$ cat src/rtl/chip_draw_ctrl.sv
// Command front end for the 16x16 chip sprite drawer. It queues board placements,
// converts them to a pixel origin, strobes the drawer for 256 cycles and aligns plot.
module chip_draw_ctrl #(
   parameter int X0       = 24,
   parameter int Y0       = 8,
   parameter int COLS     = 7,
   parameter int ROWS     = 6,
   parameter int PLOT_LAG = 2
) (
   input  logic       clk,
   input  logic       reset,
   input  logic       cmd_valid,
   output logic       cmd_ready,
   input  logic [2:0] cmd_col,
   input  logic [2:0] cmd_row,
   input  logic       cmd_player,
   output logic [7:0] xin,
   output logic [6:0] yin,
   output logic       drawr,
   output logic       drawb,
   output logic       en_cycle,
   output logic       plot,
   output logic       busy,
   output logic       done,
   output logic       err
);

   typedef enum logic [2:0] {
      S_IDLE  = 3'd0,
      S_LOAD  = 3'd1,
      S_DRAW  = 3'd2,
      S_FLUSH = 3'd3,
      S_DONE  = 3'd4
   } state_t;

   typedef struct packed {
      logic       player;
      logic [2:0] row;
      logic [2:0] col;
   } cmd_t;

   localparam logic [7:0] X0_L       = 8'(X0);
   localparam logic [6:0] Y0_L       = 7'(Y0);
   localparam logic [3:0] COLS_L     = 4'(COLS);
   localparam logic [3:0] ROWS_L     = 4'(ROWS);
   localparam logic [8:0] DRAW_LAST  = 9'd255;
   localparam logic [8:0] FLUSH_LAST = 9'(PLOT_LAG - 1);

   state_t state_q, state_d;
   logic [8:0] cnt_q, cnt_d;

   cmd_t       fifo_q [2];
   cmd_t       cur_q;
   logic       wr_ptr_q, rd_ptr_q;
   logic [1:0] count_q;

   logic [7:0] xin_q;
   logic [6:0] yin_q;
   logic drawr_q, drawb_q, en_cycle_q, busy_q, done_q, err_q;
   logic drawr_d, drawb_d, en_cycle_d, busy_d, done_d;
   logic [PLOT_LAG-1:0] plot_pipe_q;

   logic full_s, accept_s, legal_s, push_s, pop_s;
   cmd_t cmd_in_s;

   assign full_s    = (count_q == 2'd2);
   assign cmd_ready = ~full_s & ~reset;
   assign accept_s  = cmd_valid & cmd_ready;
   assign legal_s   = ({1'b0, cmd_col} < COLS_L) && ({1'b0, cmd_row} < ROWS_L);
   assign push_s    = accept_s & legal_s;
   assign pop_s     = (state_q == S_IDLE) && (count_q != 2'd0);
   assign cmd_in_s  = '{player: cmd_player, row: cmd_row, col: cmd_col};

   // Two-entry in-order queue; the popped head is held in cur_q for the whole command.
   always_ff @(posedge clk) begin
      if (reset) begin
         fifo_q[0] <= cmd_t'(7'd0);
         fifo_q[1] <= cmd_t'(7'd0);
         cur_q     <= cmd_t'(7'd0);
         wr_ptr_q  <= 1'b0;
         rd_ptr_q  <= 1'b0;
         count_q   <= 2'd0;
      end else begin
         if (push_s) begin
            fifo_q[wr_ptr_q] <= cmd_in_s;
            wr_ptr_q         <= ~wr_ptr_q;
         end
         if (pop_s) begin
            cur_q    <= fifo_q[rd_ptr_q];
            rd_ptr_q <= ~rd_ptr_q;
         end
         case ({push_s, pop_s})
            2'b10:   count_q <= count_q + 2'd1;
            2'b01:   count_q <= count_q - 2'd1;
            default: count_q <= count_q;
         endcase
      end
   end

   // State and shared DRAW/FLUSH counter register.
   always_ff @(posedge clk) begin
      if (reset) begin
         state_q <= S_IDLE;
         cnt_q   <= 9'd0;
      end else begin
         state_q <= state_d;
         cnt_q   <= cnt_d;
      end
   end

   // Next-state logic; the counter restarts on each phase entry.
   always_comb begin
      state_d = state_q;
      cnt_d   = cnt_q;
      case (state_q)
         S_IDLE: begin
            if (pop_s) state_d = S_LOAD;
            else       state_d = S_IDLE;
         end
         S_LOAD: begin
            state_d = S_DRAW;
            cnt_d   = 9'd0;
         end
         S_DRAW: begin
            if (cnt_q == DRAW_LAST) begin
               state_d = S_FLUSH;
               cnt_d   = 9'd0;
            end else begin
               cnt_d   = cnt_q + 9'd1;
            end
         end
         S_FLUSH: begin
            if (cnt_q == FLUSH_LAST) begin
               state_d = S_DONE;
               cnt_d   = 9'd0;
            end else begin
               cnt_d   = cnt_q + 9'd1;
            end
         end
         S_DONE:  state_d = S_IDLE;
         default: begin
            state_d = S_IDLE;
            cnt_d   = 9'd0;
         end
      endcase
   end

   // Outputs decoded from the next state so that the registered strobes line up with it.
   always_comb begin
      drawr_d    = 1'b0;
      drawb_d    = 1'b0;
      en_cycle_d = 1'b0;
      busy_d     = 1'b0;
      done_d     = 1'b0;
      case (state_d)
         S_LOAD:  busy_d = 1'b1;
         S_DRAW: begin
            busy_d     = 1'b1;
            en_cycle_d = 1'b1;
            if (cur_q.player) drawb_d = 1'b1;
            else              drawr_d = 1'b1;
         end
         S_FLUSH: busy_d = 1'b1;
         S_DONE: begin
            busy_d = 1'b1;
            done_d = 1'b1;
         end
         default: busy_d = 1'b0;
      endcase
   end

   // Output registers; origin is loaded once per command and held until the next LOAD.
   always_ff @(posedge clk) begin
      if (reset) begin
         xin_q      <= 8'd0;
         yin_q      <= 7'd0;
         drawr_q    <= 1'b0;
         drawb_q    <= 1'b0;
         en_cycle_q <= 1'b0;
         busy_q     <= 1'b0;
         done_q     <= 1'b0;
         err_q      <= 1'b0;
      end else begin
         if (state_q == S_LOAD) begin
            xin_q <= X0_L + {1'b0, cur_q.col, 4'd0};
            yin_q <= Y0_L + {cur_q.row, 4'd0};
         end
         drawr_q    <= drawr_d;
         drawb_q    <= drawb_d;
         en_cycle_q <= en_cycle_d;
         busy_q     <= busy_d;
         done_q     <= done_d;
         err_q      <= accept_s & ~legal_s;
      end
   end

   // Plot delay line matching the drawer's colour latency.
   always_ff @(posedge clk) begin
      if (reset) begin
         plot_pipe_q <= {PLOT_LAG{1'b0}};
      end else begin
         plot_pipe_q[0] <= drawr_q | drawb_q;
         for (int i = 1; i < PLOT_LAG; i++) begin
            plot_pipe_q[i] <= plot_pipe_q[i-1];
         end
      end
   end

   assign xin      = xin_q;
   assign yin      = yin_q;
   assign drawr    = drawr_q;
   assign drawb    = drawb_q;
   assign en_cycle = en_cycle_q;
   assign busy     = busy_q;
   assign done     = done_q;
   assign err      = err_q;
   assign plot     = plot_pipe_q[PLOT_LAG-1];

endmodule
$ cat config.mk
export PLATFORM = sky130hd
export DESIGN_NAME = chip_draw_ctrl
export DESIGN_NICKNAME = d
export VERILOG_FILES = /design/src/rtl/chip_draw_ctrl.sv
export SDC_FILE = /design/constraint.sdc
export NUM_CORES = 1
export LEC_CHECK = 0
export ABC_AREA = 1
export CAP_MARGIN = 0
export CORE_UTILIZATION = 60
export CTS_BUF_LIST = sky130_fd_sc_hd__clkbuf_8
export CTS_CLUSTER_DIAMETER = 200
export DETAILED_ROUTE_END_ITERATION = 7
export PLACE_DENSITY = 0.87
export SETUP_SLACK_MARGIN = 0.15
export SLEW_MARGIN = 5
export SYNTH_ARGS = -nofsm -noshare
export SYNTH_HDL_FRONTEND = slang
export SYNTH_SLANG_ARGS = --single-unit
export TNS_END_PERCENT = 5
$ cat constraint.sdc
create_clock -name clk -period 2.51 [get_ports clk]
set_input_delay 0.6275 -clock clk [delete_from_list [all_inputs] [get_ports clk]]
set_output_delay 0.6275 -clock clk [all_outputs]
set_load 0.005 [all_outputs]
# Word-level counts from Yosys, hierarchy flattened

Memories as Yosys holds them, arrays and structs flattened. A register that Yosys moved wholly into a read port is not among the register bits.
Cells that the tools add are included.

Output and inout bits: 23
ROM bits: 0
Bits in writable memories: 14
Memories kept: 1
Word-level logic and storage cells: 76
Input bits: 10
Bits in latches: 0
Bits in registers: 39

Memory list:

| memory | words | bits a word | rd ports | clocked after Yosys merged registers in | wr ports | RTL line | source |
|---|---|---|---|---|---|---|---|
| fifo_q | 2     | 7           | 1        | 1                                       | 2        | 52       | `cmd_t fifo_q [2];` |

Multiplexer cells: 21
Eq/ne operators: 13
Multiply operators: 0
Reductions and logical operators: 9
Bitwise logic cells: 11
Shift-type cells: 0
Order comparisons: 2
Add/sub/neg operators: 5
Div/mod/pow operators: 0

Operators with widths:

| operator              | number |
|---|---|
| $pmux W9 S3           | 1 |
| $mux W9               | 2 |
| $mux W1               | 13 |
| $eq A3 B2 Y1 const B  | 4 |
| $pmux W3 S4           | 1 |
| $add A9 B1 Y9 const B | 1 |
| $eq A9 B1 Y1 const B  | 1 |
| $eq A9 B8 Y1 const B  | 1 |
| $add A5 B7 Y8 const A | 1 |
| $add A4 B7 Y7 const A | 1 |
| $mux W7               | 1 |
| $reduce_or A7 Y1      | 1 |
| $eq A3 B1 Y1 const B  | 2 |
| $eq A3 B3 Y1 const B  | 2 |
| $lt A3 B3 Y1 const B  | 2 |
| $mux W3               | 2 |
| $not A1 Y1            | 6 |
| $and A1 B1 Y1         | 4 |
| $eq A2 B2 Y1 const B  | 2 |
| $pmux W2 S2           | 1 |
| $reduce_bool A2 Y1    | 2 |
| $reduce_or A2 Y1      | 2 |
| $reduce_or A4 Y1      | 1 |
| $logic_not A3 Y1      | 1 |
| 5 further kinds       | 6 |

# Logic depth before layout (Yosys ltp)

Word-level depth: 10
Mapped depth: 12

# Worst setup path after synthesis

No wires, ideal clock.

Kind: input -> register
From: input port cmd_row[1]
To: memory fifo_q[0][0] (netlist name), enable pin
Stages: 7
Slack: 624 ps
Data required time: 2186 ps
Data arrival time: 1563 ps
Cell sequence: inv_1 o21ai_0 nor2_2 inv_2 or2_1 buf_6 nand2_1

RTL lines:

| what               | RTL line | source |
|---|---|---|
| start: declaration | 15       | `input logic [2:0] cmd_row,` |
| end: declaration   | 52       |  |

# Final worst setup path

From: input port reset
To: output port cmd_ready

Longest elaborated chain between the ends: 2

RTL lines:

| what               | RTL line | source |
|---|---|---|
| start: declaration | 11       | `input logic reset,` |
| $not A1 Y1         | 67       | `assign cmd_ready = ~full_s & ~reset;` |
| $and A1 B1 Y1      | 67       |  |
| end: declaration   | 13       | `output logic cmd_ready,` |

No other way between the ends.

==> impl_metrics.tcl <==
set metrics [dict create \
    cp_slowest_stage_delay_ns 0.52 \
    crit_chain "dlygate4sd2_1 > a21oi_4 > clkdlybuf4s50_1" \
    syn_area_per_cell_um2 8.24 \
    synth_warnings 0 \
    powerDensity_nw_per_um2 850 \
    cp.required_ns 1.88 \
    post_cts_buffers 0 \
    via_count 1792 \
    critPathLaunchType "input pin" \
    cp_slowest_cell "clkdlybuf4s50_1" \
    antennaDiodeCount 0 \
    antenna_found_initial 0 \
    rsz0062_at_grt "no" \
    grt_use_total_pct 21.6 \
    num_rows 22 \
    status "complete, no violations" \
    drt-total-wl_mm 3.89 \
    cts_sinks 53 \
    clk_pin_slew_ns 0.08 \
    vdd_ir_drop_max_mv 0.429 \
    power_mw 2.27 \
    mostFrequentLayoutCell "nand2_1" \
    crit_arrival_ns 1.57 \
    fin_crit_sh_pct 87.4 \
    max_cap_viol_count 0 \
    ys_seq_area_share_pct 51.9 \
    timing.final.ws_setup_ns 0.316 \
    layout_common_cells "nand2_1, inv_1, dfxtp_1" \
    pre_cts_slack_ns 0.111 \
    io_pins 33 \
    h-tree-depth 2 \
    fmax_ghz 0.456 \
    gp_congestion 0.865 \
    cts_root_buf "clkbuf_8" \
    p_leak_nw 1.18 \
    drv_slew 0 \
    ys_seq_elements 53 \
    hpwlAfterDp_mm 2.87 \
    rr_startpoint "state_q[1]" \
    dr.pass1.iters 4 \
    ant_nets 0 \
    io_buffers 26 \
    worstSetupEndpointType "primary output" \
    whs_path_depth 2 \
    die_w_um 64.1 \
    ys_types 30 \
    syn_to_final_growth_pct 15.5 \
    die_y_um 64.1 \
    coreArea_um2 3690 \
    drtIter0Drc 143 \
    wire_per_inst_um 10.9 \
    grt_pass1_vias 1605 \
    avgViaCountPerCell 5.02 \
    clk_path_buf_depth 2 \
    holdPathEnd "plot_pipe_q[1]" \
    grt_max_degree 20 \
    finalCriticalPeriod_ns 2.19 \
    final.setup.tns_ns 0 \
    nets 325 \
    hold_path.class "reg -> reg" \
    netlist_instances 281 \
    worstRegToRegCells 11 \
    hold_viol_final 0 \
    syn_area_um2 2320 \
    r2r_slack_ns 0.55 \
    hold_start "plot_pipe_q[0]" \
    critPathKind "in -> out" \
    cts_tree "yes" \
    drive_gt1_share_pct 7.44 \
    drcViolationCount 0 \
    cts_buffers 5 \
    die_area_um2 4110 \
    initial_core_util_pct 62.8 \
    holdBufCountCts 0 \
    setup_viol 0 \
    finClkSkew_ns 0.00509 \
    grt_pass1_wl_mm 6.87 \
    cp_max_fo 2 \
    clk_latency_ns 0.30 \
    reg2reg_to "count_q[1]" \
    grt_overflow 0 \
]
worst max path at each step:
stage,from,endpoint,slack (ns),depth (start not counted)
2_1_floorplan,cmd_row[1],fifo_q[0][0],0.62,7
3_3_place_gp,reset,cmd_ready,0.11,3
3_5_place_dp,reset,cmd_ready,0.11,3
4_1_cts,reset,cmd_ready,0.32,3
5_1_grt,cmd_row[1],count_q[1],0.26,11
6_report,reset,cmd_ready,0.32,3
cells by family after synthesis:
logic type | Yosys count | share of synthesized area, %
simple gates | 117 | 21.9
buf+inv | 60 | 11.2
flops | 53 | 51.9
compound gates | 42 | 10.9
fa+ha+maj | 6 | 3.24
xor+xnor | 2 | 0.756
other cells | 1 | 0.162
cell usage after synthesis:
library cell,n,area share [%]
nor3_1,4,0.86
o211a_1,5,2.2
buf_2,1,0.22
nor2_4,1,0.49
buf_4,7,2.3
nand3b_1,1,0.32
clkinv_1,1,0.16
edfxtp_1,14,18
a21oi_4,1,0.70
nor2_1,34,5.5
nand4_1,2,0.54
inv_1,43,7.0
clkbuf_1,4,0.65
conb_1,1,0.16
nor4_1,2,0.54
or2_1,1,0.27
a21oi_1,16,3.5
a31oi_1,2,0.54
buf_6,1,0.49
nand3_1,13,2.8
xor2_1,2,0.76
a211oi_1,1,0.32
nand2_1,50,8.1
nor2_2,7,1.9
buf_1,1,0.16
dfxtp_1,39,34
inv_2,2,0.32
o21ai_0,17,3.7
ha_1,6,3.2
nand2_2,2,0.54
layer usage:
metal  part of all wire [%]  wire length (µm)  global-route usage [%]
met1                     46              1790                    26.8
met2                     47              1850                    36.0
met3                    4.3               166                    5.18
met4                    2.2                85                    8.89
met5                      0                 0                       0
power breakdown:
part / switching (mW) / internal, mW
sequential: 0.0983 / 1.03
clock: 0.247 / 0.186
combinational: 0.405 / 0.305
repair_timing:
action | CTS | global route
setup endpoints to repair | 1 | 0
gates resized for setup | 1 | 0
endpoints found under the hold margin | 0 | 0
state kept, by name, summed over array words and instances (netlist names):
register / cells
drawr: 1
state_q: 3
cnt_q: 9
yin: 3
xin: 5
err: 1
en_cycle: 1
wr_ptr_q: 1
drawb: 1
busy: 1
count_q: 2
fifo_q: 14
done: 1
cur_q: 7
rd_ptr_q: 1
plot_pipe_q: 2
worst max-delay path: cells and delay by family:
kind	cells	cell delay [ns]
buffers and inverters	2	0.80
AO/OA/AOI/OAI	1	0.14
cell type report:
cell class	count	area, µm²
clock buffers	5	68.8
clock inverters	2	8.76
fillers	302	1010
inverters	46	173
multi-input cells	173	873
flip-flops and latches	53	1200
well taps	48	60.1
repair buffers	30	289
through the flow:
step | instances | utilization [%] | hold WS, ns | area [µm²]
final | 357 | 72.5 | 0.414 | 2670
after global routing | 357 | 72.5 | 0.443 | 2670
after CTS | 357 | 72.5 | 0.418 | 2670
after detailed placement | 350 | 70.4 | 0.404 | 2600
after global placement | 350 | 70.4 | 0.393 | 2600
after floorplan | 286 | - | 0.388 | 2330
Note: power is estimated with default switching activity, not from simulation.
